File: config.mk
export PLATFORM = sky130hd
export DESIGN_NAME = rc4_multicore_search_master
export DESIGN_NICKNAME = d
export VERILOG_FILES = /design/src/rtl/rc4_multicore_search_master.sv
export SDC_FILE = /design/constraint.sdc
export NUM_CORES = 1
export LEC_CHECK = 0
export ABC_CLOCK_PERIOD_IN_PS = 6300
export BUFFER_PORTS_ARGS = -buffer_cell sky130_fd_sc_hd__buf_2
export CORE_MARGIN = 5
export CORE_UTILIZATION = 43
export CTS_CLUSTER_SIZE = 10
export DETAILED_ROUTE_END_ITERATION = 7
export PLACE_DENSITY = 0.74
export SYNTH_ARGS = -nofsm -noshare
export SYNTH_HDL_FRONTEND = slang
export SYNTH_SLANG_ARGS = --single-unit
File: constraint.sdc
create_clock -name clock -period 6.3 [get_ports clock]
set_clock_uncertainty 0.15 [all_clocks]
set_input_delay 1.26 -clock clock [delete_from_list [all_inputs] [get_ports clock]]
set_output_delay 1.26 -clock clock [all_outputs]
set_load 0.02 [all_outputs]
File: src/rtl/rc4_multicore_search_master.sv
// RC4 key-search master: runs NUM_CORES init/swap/decode core chains in
// parallel. Each core walks its own interleaved key slice, the first cracked
// key (lowest core index on a tie) is latched, and fail is raised once every
// core has run off the end of its slice.
module rc4_multicore_search_master #(
  parameter int NUM_CORES = 4,
  parameter int KEY_WIDTH = 24,
  parameter logic [KEY_WIDTH-1:0] LOW_KEY  = 24'h000000,
  parameter logic [KEY_WIDTH-1:0] HIGH_KEY = 24'h000100,
  localparam int IDX_W = (NUM_CORES > 1) ? $clog2(NUM_CORES) : 1
) (
  input  logic                           clock,
  input  logic                           reset,
  input  logic                           go,
  output logic [NUM_CORES-1:0]           init_start,
  input  logic [NUM_CORES-1:0]           init_finish,
  output logic [NUM_CORES-1:0]           swap_start,
  input  logic [NUM_CORES-1:0]           swap_finish,
  output logic [NUM_CORES-1:0]           decode_start,
  input  logic [NUM_CORES-1:0]           decode_finish,
  input  logic [NUM_CORES-1:0]           abort,
  output logic [2*NUM_CORES-1:0]         addr_data_sel,
  output logic [KEY_WIDTH*NUM_CORES-1:0] secret_key,
  output logic [NUM_CORES-1:0]           core_reset,
  output logic                           busy,
  output logic                           pass,
  output logic                           fail,
  output logic [KEY_WIDTH-1:0]           found_key,
  output logic [IDX_W-1:0]               found_core,
  output logic [KEY_WIDTH-1:0]           keys_tested
);

  typedef enum logic [1:0] {G_IDLE, G_RUN, G_PASS, G_FAIL} g_state_t;

  typedef enum logic [3:0] {
    C_IDLE, C_CHECK, C_INIT_GO, C_INIT_WAIT, C_SWAP_GO, C_SWAP_WAIT,
    C_DEC_GO, C_DEC_WAIT, C_NEXT, C_EXHAUSTED, C_HALT
  } c_state_t;

  g_state_t             g_q, g_d;
  c_state_t             core_q [NUM_CORES];
  c_state_t             core_d [NUM_CORES];
  logic [KEY_WIDTH-1:0] key_q  [NUM_CORES];
  logic [KEY_WIDTH-1:0] key_d  [NUM_CORES];
  // Set when a core's key arithmetic carried out of KEY_WIDTH bits.
  logic [NUM_CORES-1:0] wrap_q, wrap_d;

  logic                 busy_q, busy_d;
  logic                 pass_q, pass_d;
  logic                 fail_q, fail_d;
  // High for the first cycle of G_PASS: drives the losers' clear pulse.
  logic                 halt_pulse_q, halt_pulse_d;
  logic [KEY_WIDTH-1:0] found_key_q, found_key_d;
  logic [IDX_W-1:0]     found_core_q, found_core_d;
  logic [KEY_WIDTH-1:0] keys_tested_q, keys_tested_d;

  logic                 hit_any;
  logic [IDX_W-1:0]     hit_idx;
  logic [KEY_WIDTH-1:0] hit_key;
  logic                 all_exhausted;
  logic [KEY_WIDTH-1:0] reject_cnt;
  logic [KEY_WIDTH:0]   key_sum;
  logic [KEY_WIDTH:0]   init_sum;

  // Memory mux select for one core; the winner keeps the plaintext RAM.
  function automatic logic [1:0] sel_for(input c_state_t s, input logic winner);
    case (s)
      C_SWAP_GO, C_SWAP_WAIT: return 2'b01;
      C_DEC_GO, C_DEC_WAIT:   return 2'b11;
      C_HALT:                 return winner ? 2'b11 : 2'b00;
      default:                return 2'b00;
    endcase
  endfunction

  // Find the lowest-index cracked key, count rejects, detect exhaustion.
  always_comb begin : detect_comb
    hit_any       = 1'b0;
    hit_idx       = '0;
    hit_key       = '0;
    all_exhausted = 1'b1;
    reject_cnt    = '0;
    // Descending scan so the lowest index is the last one written.
    for (int i = NUM_CORES - 1; i >= 0; i--) begin
      if (core_q[i] == C_DEC_WAIT && decode_finish[i]) begin
        hit_any = 1'b1;
        hit_idx = IDX_W'(i);
        hit_key = key_q[i];
      end
    end
    for (int i = 0; i < NUM_CORES; i++) begin
      if (core_q[i] != C_EXHAUSTED) begin
        all_exhausted = 1'b0;
      end
      if (core_q[i] == C_DEC_WAIT && abort[i] && !decode_finish[i]) begin
        reject_cnt = reject_cnt + KEY_WIDTH'(1);
      end
    end
  end

  // Global search FSM: idle, running, and the two sticky verdicts.
  always_comb begin : global_next_comb
    g_d           = g_q;
    found_key_d   = found_key_q;
    found_core_d  = found_core_q;
    keys_tested_d = keys_tested_q;
    halt_pulse_d  = 1'b0;
    case (g_q)
      G_IDLE: begin
        if (go) begin
          g_d           = G_RUN;
          keys_tested_d = '0;
        end
      end
      G_RUN: begin
        if (hit_any) begin
          g_d          = G_PASS;
          found_key_d  = hit_key;
          found_core_d = hit_idx;
          halt_pulse_d = 1'b1;
        end else begin
          keys_tested_d = keys_tested_q + reject_cnt;
          if (all_exhausted) begin
            g_d = G_FAIL;
          end
        end
      end
      default: ;
    endcase
    busy_d = (g_d == G_RUN);
    pass_d = (g_d == G_PASS);
    fail_d = (g_d == G_FAIL);
  end

  // Per-core phase sequencing and key stepping.
  always_comb begin : core_next_comb
    key_sum  = '0;
    init_sum = '0;
    for (int i = 0; i < NUM_CORES; i++) begin
      core_d[i] = core_q[i];
      key_d[i]  = key_q[i];
      wrap_d[i] = wrap_q[i];
      key_sum   = {1'b0, key_q[i]} + (KEY_WIDTH+1)'(NUM_CORES);
      init_sum  = {1'b0, LOW_KEY} + (KEY_WIDTH+1)'(i);
      if (g_q == G_IDLE) begin
        if (go) begin
          core_d[i] = C_CHECK;
          key_d[i]  = init_sum[KEY_WIDTH-1:0];
          wrap_d[i] = init_sum[KEY_WIDTH];
        end
      end else if (g_q == G_RUN && hit_any) begin
        // A key was cracked: every core stops, pending starts never issue.
        core_d[i] = C_HALT;
      end else if (g_q == G_RUN) begin
        case (core_q[i])
          C_CHECK:     core_d[i] = (wrap_q[i] || key_q[i] >= HIGH_KEY) ? C_EXHAUSTED : C_INIT_GO;
          C_INIT_GO:   core_d[i] = C_INIT_WAIT;
          C_INIT_WAIT: if (init_finish[i]) core_d[i] = C_SWAP_GO;
          C_SWAP_GO:   core_d[i] = C_SWAP_WAIT;
          C_SWAP_WAIT: if (swap_finish[i]) core_d[i] = C_DEC_GO;
          C_DEC_GO:    core_d[i] = C_DEC_WAIT;
          C_DEC_WAIT: begin
            if (decode_finish[i]) begin
              core_d[i] = C_HALT;
            end else if (abort[i]) begin
              core_d[i] = C_NEXT;
            end
          end
          C_NEXT: begin
            key_d[i]  = key_sum[KEY_WIDTH-1:0];
            wrap_d[i] = wrap_q[i] | key_sum[KEY_WIDTH];
            core_d[i] = C_CHECK;
          end
          default: ;
        endcase
      end
    end
  end

  // Global state and result registers.
  always_ff @(posedge clock or posedge reset) begin
    if (reset) begin
      g_q           <= G_IDLE;
      busy_q        <= 1'b0;
      pass_q        <= 1'b0;
      fail_q        <= 1'b0;
      halt_pulse_q  <= 1'b0;
      found_key_q   <= '0;
      found_core_q  <= '0;
      keys_tested_q <= '0;
    end else begin
      g_q           <= g_d;
      busy_q        <= busy_d;
      pass_q        <= pass_d;
      fail_q        <= fail_d;
      halt_pulse_q  <= halt_pulse_d;
      found_key_q   <= found_key_d;
      found_core_q  <= found_core_d;
      keys_tested_q <= keys_tested_d;
    end
  end

  // Per-core state, key and wrap registers.
  always_ff @(posedge clock or posedge reset) begin
    if (reset) begin
      wrap_q <= '0;
      for (int i = 0; i < NUM_CORES; i++) begin
        core_q[i] <= C_IDLE;
        key_q[i]  <= LOW_KEY + KEY_WIDTH'(i);
      end
    end else begin
      wrap_q <= wrap_d;
      for (int i = 0; i < NUM_CORES; i++) begin
        core_q[i] <= core_d[i];
        key_q[i]  <= key_d[i];
      end
    end
  end

  genvar gi;
  generate
    for (gi = 0; gi < NUM_CORES; gi++) begin : g_core_out
      logic is_winner;
      assign is_winner   = pass_q && (found_core_q == IDX_W'(gi));
      assign init_start[gi]   = (core_q[gi] == C_INIT_GO);
      assign swap_start[gi]   = (core_q[gi] == C_SWAP_GO);
      assign decode_start[gi] = (core_q[gi] == C_DEC_GO);
      assign core_reset[gi]   = (core_q[gi] == C_NEXT) || (halt_pulse_q && !is_winner);
      assign addr_data_sel[2*gi +: 2]          = sel_for(core_q[gi], is_winner);
      assign secret_key[gi*KEY_WIDTH +: KEY_WIDTH] = key_q[gi];
    end
  endgenerate

  assign busy        = busy_q;
  assign pass        = pass_q;
  assign fail        = fail_q;
  assign found_key   = found_key_q;
  assign found_core  = found_core_q;
  assign keys_tested = keys_tested_q;

endmodule

==> impl_results.md <==
- Status: completed
- Setup repair bufs after CTS: 0
- Reg2reg end: keys_tested[15]
- Worst rel slew slack: 19.6%
- Ys Warns: 0
- Worst vdd ir: 243 µV
- TritonCTS Buffers: 17
- Vias in the first global route: just over 9000
- Seq cells post-synth: ~170
- Minimum clock period: between 4 and 5 ns
- Final setup vio count: 0
- Vias: about 10000
- Post-Syn Area: 10100 µm²
- Arrival time at the worst endpoint: ~4.5 ns
- Post_cts resized: 0
- CP endpoint kind: flop
- Die Width: 163 µm
- RePlAce Congestion: 0.911
- Asr flop ratio synth: 100%
- CTS sink count: 167
- WP data required: 6.42 ns
- DP Worst Slack: 1.67 ns
- Root Driver: clkbuf_16
- First-pass GRT wire length: 51500 µm
- Worst-path cell chain: nand2_1 > or2_2 > nor3b_1 > mux2i_1 > ha_1 > mux2_2 > ha_1 > a211oi_1 > o21bai_1 > nand3_1 > nor3_1 > xnor2_1 > nor2_1
- Top FF cell, synth: dfrtp_1
- Crit-path slowest cell: dfrtp_1
- Core ar.: between 20000 and 25000 µm²
- Overall global routing resource usage: 24.2%
- Achievable Freq: between 0.2 and 0.25 GHz
- Worst setup SP type: flop
- Leakage: between 5 and 6 nW
- Clock Path Buffers: 2
- # fillers: ~2200
- Mux share of post-synthesis cell area: 0.631%
- Gr ovfl total: 0
- Initial core utilization: around 43%
- Post-Synth Adder-Cell Area: 2.05%
- CTS tree: built
- Finished Cell Area: 11800 µm²
- Pwr dens: 365 nW/µm²
- Routed vias/inst: 6.01
- Reg2reg setup slack: 1.91 ns
- Nets: 1372
- WHS: 0.354 ns
- Area grow syn2layout: 16.6%
- Slew of the pin with the lowest slew margin: 1.20 ns
- Cell repeated most along the worst path: ha_1
- Initial antenna violation count: 0
- Multi-input gate area: 5490 µm²
- Core Rows: 56
- Top post-synthesis cells by area: dfrtp_1 (41%), nor2_1 (6.8%), xnor2_1 (6.7%)
- Die H: 163 µm
- Sequential area share after synthesis: 41.4%
- Max stage delay on crit path: 0.65 ns
- Worst setup margin: ~1.9 ns
- ANT cells: 0
- CP endpoint: keys_tested[15]
- Period utilization: 69.6%
- Setup repair after global routing missed its margin: false
- Worst Setup SP: core_q[5]
- DRC viols: 0
- Syn Inst Count: around 1200
- Largest net degree at the start of global routing: 113
- Top-Level Pins: 192
- Launching point of the worst reg2reg path: core_q[5]
- Final wirelength: 33000 µm
- Biggest area consumer among synthesized cells: dfrtp_1
- Routed WL per cell: 19.8 µm
- CTS HTree Levels: 4
- Initial DRC Count: 1290
- Final HPWL DP: 23500 µm
- Syn Area/Cell: 8.46 µm²
- Top cell type's share of synthesized area: 40.6%
- Largest family of logic cells by synthesized area: simple AND/OR/NAND/NOR gates
- Hold WC Path Type: reg2reg
- Design Power: 4.31 mW
- Layout cells sized above 1: between 10% and 20%
- FF+latch area: 4180 µm²
- Placed cell area: about 11000 µm²
- Most frequent cell after synthesis: nor2_1
- Post-route ant nets: 0
- Post-Synth XOR/XNOR Area: under 10%
- Critical path type: reg2reg
- 1st-pass router iterations: 5
- Area share of and/or/nand/nor cells after synthesis: between 20 and 30%
- Clock latency at the later pin of the worst-skew pair: 0.44 ns
- Final Slew Violations: 0
- Die Area: 26700 µm²
- Clk slew on worst S/H paths: 0.07 ns
- Hold-fix buffers at CTS: 0
- Top post-synthesis cells by count: nor2_1 (184), dfrtp_1 (164), nand2_1 (87), xnor2_1 (77), a21oi_1 (74)
- Fin. Hold Viols: 0
- I/O Buffers: 187
- Critical Path Fanout Max: 16
- Post-synth EDFFs: 0
- Synth Area in Compound Gates: 14.2%
- Total negative slack: 0 ns
- Reg2reg path depth: 13
- Max_cap viols: 0
- Post-synthesis cell type count: 76
==> cells in the final DEF, fill, tap and decap left out, types with 9 or more instances in the layout <==
cell       Yosys  final
buf_2         12    187
nor2_1       184    184
dfrtp_1      164    164
nand2_1       87     87
xnor2_1       77     77
a21oi_1       74     74
nor3_1        69     68
o21ai_0       55     55
nand3_1       47     47
nor4_1        42     42
inv_1         38     37
nand4_1       27     27
a221oi_1      23     23
clkbuf_16      0     17
and3_1        16     16
or3_1         16     16
nand2b_1      16     16
ha_1          15     15
xor2_1        13     13
nor3b_1       10     10
or4_1          9      9
and4_1         9      9
buf_4          5      9
==> kinds of logic after synthesis <==
logic type	count (synthesis)
other cells	1
simple gates	572
buf+inv	116
flops	167
mux	6
fa+ha+maj	16
compound gates	227
xor+xnor	90
==> final cells by class <==
class                   instances  area share (%)
clock buffers                  20            3.79
clock inverters                12            1.01
inverters                      39            1.29
multi-input cells             916            46.5
flip-flops and latches        167            35.5
well taps                     319            3.38
repair buffers                196            8.51
==> power by group <==
part	leakage, nW	internal [mW]	switching, mW	total [mW]
Combinational	2.88	0.573	1.09	1.66
Clock	0.273	0.562	0.462	1.02
Sequential	2.21	1.27	0.346	1.62
Total	5.37	2.41	1.90	4.31
==> flip-flops by register name, summed over array words and instances, names as in the netlist <==
register,flops
found_key,24
g_q,2
busy,1
halt_pulse_q,1
pass,1
secret_key,91
wrap_q,4
fail,1
found_core,2
core_q,16
keys_tested,24
==> metrics by stage <==
| step | cells | utilization (%) |
|---|---|---|
| 6_report | 1669 | 50.5 |
| 5_1_grt | 1669 | 50.5 |
| 4_1_cts | 1669 | 50.5 |
| 3_5_place_dp | 1637 | 48.1 |
| 3_3_place_gp | 1637 | 48.1 |
| 2_1_floorplan | 1199 | - |
==> critical path: cells and delay by family (launching register included) <==
| kind | cells | cell delay, ns |
|---|---|---|
| DFF | 1 | 0.65 |
| xor gates and xnor gates | 1 | 0.16 |
| adders and majority gates | 2 | 0.57 |
| muxes | 2 | 0.64 |
| AOI/OAI and AO/OA | 2 | 0.41 |
| and+or+nand+nor | 6 | 1.63 |
==> layer usage <==
metal / global-route usage, % / vias up / wire length, µm
li1: - / 4557 / -
met1: 34.2 / 4893 / 14000
met2: 36.1 / 506 / 14900
met3: 5.85 / 72 / 2960
met4: 9.30 / 0 / 1150
met5: 0 / - / 0
==> worst min path at each step <==
| stage | slack [ns] | from | cells past startpoint | end |
|---|---|---|---|---|
| after floorplan | 0.31 | wrap_q[1] | 2 | wrap_q[1] |
| after global placement | 0.33 | wrap_q[0] | 2 | wrap_q[0] |
| after detailed placement | 0.34 | found_key[1] | 2 | found_key[1] |
| after CTS | 0.35 | wrap_q[2] | 2 | wrap_q[2] |
| after global routing | 0.39 | wrap_q[0] | 2 | wrap_q[0] |
| final | 0.35 | wrap_q[1] | 2 | wrap_q[1] |
Power figures use the tool's default switching activity.
